File: src/rtl/inst_fetch_ctrl_if.sv
// Memory-side read bus between the fetch controller (master) and instruction memory (slave).
// One request outstanding at a time; ack is a single-cycle data-valid pulse.
interface inst_fetch_ctrl_if;
    logic        req;
    logic [31:0] addr;
    logic        ack;
    logic [31:0] data;

    modport master (
        output req,
        output addr,
        input  ack,
        input  data
    );

    modport slave (
        input  req,
        input  addr,
        output ack,
        output data
    );
endinterface

File: src/rtl/inst_fetch_ctrl.sv
// Instruction fetch controller: one-word hold buffer in front of a request/ack memory,
// stalling the CPU on a miss and substituting NOP_INST when memory fails to answer in time.
module inst_fetch_ctrl #(
    parameter int unsigned TIMEOUT_CYCLES = 255,
    parameter logic [31:0] NOP_INST       = 32'h0000_0000
) (
    input  logic                      clk,
    input  logic                      rst_n,
    input  logic                      rom_ce_i,
    input  logic [31:0]               rom_addr_i,
    output logic [31:0]               rom_data_o,
    output logic                      stall_req_o,
    input  logic                      invalidate_i,
    output logic                      fetch_err_o,
    inst_fetch_ctrl_if.master         mem
);

    localparam logic [7:0] CntLast = 8'(TIMEOUT_CYCLES - 1);

    typedef enum logic {StIdle, StReq} state_e;

    state_e      state_q, state_d;
    logic        valid_q, valid_d;
    logic [29:0] tag_q, tag_d;
    logic [31:0] data_q, data_d;
    logic [7:0]  cnt_q, cnt_d;
    logic        mem_req_q, mem_req_d;
    logic [31:0] mem_addr_q, mem_addr_d;
    logic        fetch_err_q, fetch_err_d;
    logic        hit;

    assign hit         = rom_ce_i & valid_q & (tag_q == rom_addr_i[31:2]);
    assign rom_data_o  = hit ? data_q : 32'h0;
    assign stall_req_o = rom_ce_i & ~hit;
    assign fetch_err_o = fetch_err_q;
    assign mem.req     = mem_req_q;
    assign mem.addr    = mem_addr_q;

    always_comb begin
        state_d     = state_q;
        valid_d     = valid_q;
        tag_d       = tag_q;
        data_d      = data_q;
        cnt_d       = cnt_q;
        mem_req_d   = mem_req_q;
        mem_addr_d  = mem_addr_q;
        fetch_err_d = 1'b0;
        unique case (state_q)
            StIdle: begin
                if (invalidate_i) begin
                    valid_d = 1'b0;
                end
                if (rom_ce_i && !hit) begin
                    state_d    = StReq;
                    mem_req_d  = 1'b1;
                    mem_addr_d = {rom_addr_i[31:2], 2'b00};
                    cnt_d      = 8'd0;
                end
            end
            StReq: begin
                // Ack beats timeout; an invalidate coinciding with the fill suppresses only that fill.
                if (mem.ack) begin
                    state_d   = StIdle;
                    mem_req_d = 1'b0;
                    tag_d     = mem_addr_q[31:2];
                    data_d    = mem.data;
                    valid_d   = ~invalidate_i;
                end else if (cnt_q == CntLast) begin
                    state_d     = StIdle;
                    mem_req_d   = 1'b0;
                    tag_d       = mem_addr_q[31:2];
                    data_d      = NOP_INST;
                    valid_d     = 1'b1;
                    fetch_err_d = 1'b1;
                end else begin
                    cnt_d = cnt_q + 8'd1;
                end
            end
            default: state_d = StIdle;
        endcase
    end

    always_ff @(posedge clk or negedge rst_n) begin
        if (!rst_n) begin
            state_q     <= StIdle;
            valid_q     <= 1'b0;
            tag_q       <= '0;
            data_q      <= '0;
            cnt_q       <= '0;
            mem_req_q   <= 1'b0;
            mem_addr_q  <= '0;
            fetch_err_q <= 1'b0;
        end else begin
            state_q     <= state_d;
            valid_q     <= valid_d;
            tag_q       <= tag_d;
            data_q      <= data_d;
            cnt_q       <= cnt_d;
            mem_req_q   <= mem_req_d;
            mem_addr_q  <= mem_addr_d;
            fetch_err_q <= fetch_err_d;
        end
    end

endmodule

File: src/flat_wrapper.sv
// flat-port wrapper written by rule: the top's interface ports become plain ports
module inst_fetch_ctrl_flat 
#(
    parameter int unsigned TIMEOUT_CYCLES = 255,
    parameter logic [31:0] NOP_INST       = 32'h0000_0000
)
  (clk, rst_n, rom_ce_i, rom_addr_i, rom_data_o, stall_req_o, invalidate_i, fetch_err_o, mem_req, mem_addr, mem_ack, mem_data);
  inst_fetch_ctrl_if mem_i ();
  input  logic clk;
  input  logic rst_n;
  input  logic rom_ce_i;
  input  logic [31:0] rom_addr_i;
  output logic [31:0] rom_data_o;
  output logic stall_req_o;
  input  logic invalidate_i;
  output logic fetch_err_o;
  output wire logic [$bits(mem_i.req)-1:0] mem_req;
  output wire logic [$bits(mem_i.addr)-1:0] mem_addr;
  input wire logic [$bits(mem_i.ack)-1:0] mem_ack;
  input wire logic [$bits(mem_i.data)-1:0] mem_data;
  assign mem_req = mem_i.req;
  assign mem_addr = mem_i.addr;
  assign mem_i.ack = mem_ack;
  assign mem_i.data = mem_data;
  inst_fetch_ctrl #(.TIMEOUT_CYCLES(TIMEOUT_CYCLES), .NOP_INST(NOP_INST)) u_core (.clk(clk), .rst_n(rst_n), .rom_ce_i(rom_ce_i), .rom_addr_i(rom_addr_i), .rom_data_o(rom_data_o), .stall_req_o(stall_req_o), .invalidate_i(invalidate_i), .fetch_err_o(fetch_err_o), .mem(mem_i));
endmodule
File: config.mk
export PLATFORM = sky130hd
export DESIGN_NAME = inst_fetch_ctrl_flat
export DESIGN_NICKNAME = d
export VERILOG_FILES = /design/src/rtl/inst_fetch_ctrl_if.sv /design/src/rtl/inst_fetch_ctrl.sv /design/src/flat_wrapper.sv
export SDC_FILE = /design/constraint.sdc
export NUM_CORES = 1
export LEC_CHECK = 0
export BUFFER_PORTS_ARGS = -buffer_cell sky130_fd_sc_hd__buf_2
export CAP_MARGIN = 20
export CORE_MARGIN = 2
export CORE_UTILIZATION = 56
export DETAILED_ROUTE_END_ITERATION = 7
export GPL_ROUTABILITY_DRIVEN = 0
export PLACE_DENSITY = 0.9
export SLEW_MARGIN = 20
export SYNTH_ARGS = -nofsm -noshare
export SYNTH_HDL_FRONTEND = slang
export SYNTH_SLANG_ARGS = --single-unit
export TNS_END_PERCENT = 1
File: constraint.sdc
create_clock -name clk -period 4.5 [get_ports clk]
set_clock_uncertainty 0.1 [all_clocks]
set_input_delay 0.225 -clock clk [delete_from_list [all_inputs] [get_ports clk]]
set_output_delay 0.225 -clock clk [all_outputs]
set_load 0.01 [all_outputs]
Yosys cells after proc, flatten, opt, wreduce, memory -nomap -nowiden
Cells that the tools add are included.
{"block": "word_totals", "output_inout_bits": 67, "input_bits": 69, "elab_cells": 54, "ff_bits": 104}
{"block": "classes", "n_reduce_logical": 8, "n_mux": 24, "eq_ne": 7, "n_addsub": 1, "bitwise_logic": 6}
{"op": "$mux 32", "count": 3}
{"op": "$mux 30", "count": 2}
{"op": "$eq 30x30->1", "count": 1}
{"op": "$mux 8", "count": 3}
{"op": "$pmux 8 s2", "count": 1}
{"op": "$mux 1", "count": 12}
{"op": "$add 8x1->8 const B", "count": 1}
{"op": "$eq 8x8->1 const B", "count": 1}
{"op": "$reduce_and 2->1", "count": 4}
{"op": "$ne 2x2->1 const B", "count": 3}
{"op": "$pmux 1 s2", "count": 3}
{"op": "$and 1x1->1", "count": 3}
{"op": "$ne 3x3->1 const B", "count": 1}
{"op": "$not 1->1", "count": 3}
{"op": "$reduce_and 3->1", "count": 1}
{"op": "$ne 2x1->1 const B", "count": 1}
{"op": "$reduce_bool 2->1", "count": 1}
{"op": "$logic_and 1x1->1", "count": 1}
{"op": "$logic_not 1->1", "count": 1}

Logic depth before layout (Yosys ltp)
{"block": "depth", "ltp_word": 6, "ltp_mapped": 9, "ltp_nobuf": 7}

Worst setup path after synthesis
OpenSTA, ideal clock, no wires.
{"block": "synth_path", "kind": "register to register", "startpoint": "reg u_core.tag_q[24]", "endpoint": "reg u_core.mem_addr_q[10] (netlist: u_core.mem.addr[10])", "synth_period_minus_slack_ns": 2.395, "path_buffers": 2, "t_required_ns": 4.275, "path_stages_with_launch": 8, "slack_ns": 2.105, "setup_ns": 0.125, "arrival_ns": 2.170, "path_cell_list": "dfrtp_1 xor2_1 or4_4 nor4_4 a211o_2 buf_6 buf_12 mux2_2"}
{"block": "synth_via", "elab_chain_len": 5}
{"item": "start, declared", "line_no": "inst_fetch_ctrl.sv:24", "text": "logic [29:0] tag_q, tag_d;"}
{"item": "start signal, assigned", "line_no": "inst_fetch_ctrl.sv:96", "text": "tag_q <= tag_d;"}
{"item": "$eq 30x30->1", "line_no": "inst_fetch_ctrl.sv:32", "text": "assign hit = rom_ce_i & valid_q & (tag_q == rom_addr_i[31:2]);"}
{"item": "$and 1x1->1", "line_no": "inst_fetch_ctrl.sv:32"}
{"item": "$logic_not 1->1", "line_no": "inst_fetch_ctrl.sv:53", "text": "if (rom_ce_i && !hit) begin"}
{"item": "$logic_and 1x1->1", "line_no": "inst_fetch_ctrl.sv:53"}
{"item": "$reduce_and 2->1 (no source line)"}
{"item": "end signal, assigned", "line_no": "inst_fetch_ctrl.sv:100", "text": "mem_addr_q <= mem_addr_d;"}
{"item": "end, declared", "line_no": "inst_fetch_ctrl.sv:28", "text": "logic [31:0] mem_addr_q, mem_addr_d;"}
No other way between the ends.
A chain may end at the register's enable or synchronous reset.

Final worst setup path
{"block": "layout_path", "startpoint": "reg u_core.tag_q[24]", "endpoint": "reg u_core.mem_addr_q[31] (netlist: u_core.mem.addr[31])"}
Same word-level chain as after synthesis.

==> out/summary.txt <==
Outcome: complete, no violations
Vias: 3477
Final Cycle Share: 0.692
Post-synth top flop: dfrtp_1
Data required time of the worst path: 4.64 ns
Crit path max fanout: 34
DR vias/cell: 5.58
Worst Hold Path Cells: 2
#FFs+latches synth: 104
GR Overflow Total: 0
RSZ-0062 raised after global routing: no
Reg2reg end: u_core.mem.addr[31]
Setup crit end kind: flop
DRC violations left: 0
Port buffer count: 131
Resized Gates After CTS: 0
Synth unique cells: 43
Tot Pwr: 0.00267 W
Layout cell share with drive strength beyond 1: 0.421
Final setup violation count: 0
ANT nets after route: 0
HPWL after detailed placement: 6810 microns
Vias in the first global route: 3527
Final max-slew violation count: 0
Root Buffer: clkbuf_8
DR iter-0 viols: 188
Leak: 2.90 nW
Cell count of the worst reg-to-reg path: 6
Register area share after synthesis: 0.560
Total GRT Usage: 0.240
Largest net degree at the start of global routing: 71
Worst-Skew Late Latency: 0.36 ns
P per Cell Area: 453 mW/mm^2
Worst reg2reg startpoint: u_core.tag_q[24]
First-pass GRT wire length: 16800 microns
DRT Pass-1 Iters: 4
Post-layout minimum cycle time: 3.11 ns
Ant diodes: 0
Syn_area_per_cell: 13.1 sq um
Worst-Margin Slew: 1.06 ns
CTS tree: done
Min-delay src: rom_addr_i[22]
Placed Cells incl. Taps: 570
Async SR Flop Fraction: 1.00
Die X-Extent: 95.1 microns
Ys Warns: 0
Postcts setup bufs: 0
Syn Inst Count: 354
Row count: 33
Wire per inst: 17.2 microns
Min Hold Slack: 0.0197 ns
Starting density of the core: 0.571
Tightest Hold Check Type: input pin to flop
Die height: 95.1 microns
Final cell count without fillers: 623
Startpoint type of the worst setup path: flop
Max_cap viols: 0
Final instance area: 0.00591 sq mm
Final Hold Viols: 0
Io pins: 136
Synth top area share: 0.560
Dominant cells by area after synthesis: dfrtp_1 (56%), mux2_2 (14%), a22o_1 (6.0%)
Setup TNS: 0 ns
Initial antenna violation count: 0
Max clock buf depth: 2
Fmax: 0.321 GHz
DP Area: 0.00532 sq mm
Setup CP Type: flop to flop
Core area: 0.00813 sq mm
Nets: 584
Most common cell in the netlist: dfrtp_1
Clk slew on worst S/H paths: 0.11 ns
Worst rel slew slack: 0.292
CTS Buf Count: 9
Maximum vdd drop: 0.000232 V
Post-synth top cells: dfrtp_1 (104), mux2_2 (59), a22o_1 (32), and3_1 (31), xnor2_1 (29)
Mapped cell area: 0.00465 sq mm
Post-synth EDFFs: 0
Crit path arrival time: 3.26 ns
Yosys top cell by area: dfrtp_1
H-tree level count: 3
Total Wirelength: 10700 microns
Area grow syn2layout: 27.1%
Worst R2R Setup Slack: 1.39 ns
# clock sinks: 104
Full die area: 0.00904 sq mm
Hold path endpoint: u_core.mem.addr[22]
cell families after synthesis:
family / Yosys count / synth area share
muxes: 62 / 0.150
AOI/OAI and AO/OA: 48 / 0.0851
and+or+nand+nor: 76 / 0.0991
DFF: 104 / 0.560
buffers and inverters: 28 / 0.0372
adders and majority gates: 2 / 0.00539
other: 1 / 0.000807
xor gates and xnor gates: 33 / 0.0622
critical path: stages (launching register included):
cell,delay [ns]
dfrtp_1,0.41
xor2_1,0.16
or4_4,0.55
nor4_4,0.29
buf_4,0.33
a211o_2,0.72
mux2_2,0.42
placed cells by master (no fill, tap or decap), drive strengths merged, types with 2 or more instances in the layout:
cell and count:
buf 135, dfrtp 104, mux2 61, dlygate4sd3 37, and3 33, a22o 32
xnor2 29, nand2 12, nand4 9, clkbuf 9, inv 7, nand2b 6
nand3 4, xor2 4, a21oi 3, o21ai 3, nor2 2, nor3 2
ha 2, conb 2, nor4 2, and2 2, clkinv 2
registers in the layout, summed over array words and instances, names as in the netlist:
signal,count
u_core.tag_q,30
u_core.cnt_q,8
u_core.mem.addr,30
u_core.fetch_err_o,1
u_core.valid_q,1
u_core.data_q,32
u_core.mem.req,1
u_core.state_q,1
report_power, final:
group	total [W]	switching, W	internal, W
registers	0.00137	0.000184	0.00119
logic	0.000678	0.000288	0.000390
clock network	0.000621	0.000346	0.000275
total	0.00267	0.000818	0.00186
how the worst max path moves through the flow:
| stage | from | end |
|---|---|---|
| after CTS | u_core.tag_q[24] | u_core.mem.addr[5] |
| after global placement | u_core.tag_q[24] | u_core.mem.addr[6] |
| after floorplan | u_core.tag_q[24] | u_core.mem.addr[10] |
| after global routing | u_core.tag_q[24] | u_core.mem.addr[28] |
| final | u_core.tag_q[24] | u_core.mem.addr[31] |
| after detailed placement | u_core.tag_q[24] | u_core.mem.addr[31] |
cell type report:
cell class | instances | area [sq um]
Timing Repair Buffer | 172 | 1060
Inverter | 3 | 11.3
Tap cell | 105 | 131
Multi-Input combinational cell | 223 | 1880
Clock buffer | 9 | 124
Clock inverter | 7 | 95.1
Sequential cell | 104 | 2600
Fill cell | 515 | 2230
routing by layer:
metal / track usage / vias up / part of all wire
met1: 0.290 / 1747 / 0.40
met5: 0 / - / 0
li1: - / 1592 / -
met4: 0.0809 / 0 / 0.016
met3: 0.0395 / 15 / 0.043
met2: 0.435 / 123 / 0.54
per-stage QoR:
step	setup WS [ns]	util
after floorplan	2.11	-
after global placement	1.48	0.654
after detailed placement	1.44	0.654
after CTS	1.39	0.722
after global routing	1.29	0.726
final	1.39	0.726
what timing repair did:
| action | CTS | global route |
|---|---|---|
| setup endpoints to repair | 0 | 0 |
| hold buffers | 34 | 3 |
| hold endpoints to repair | 102 | 3 |
Power figures use the tool's default switching activity.
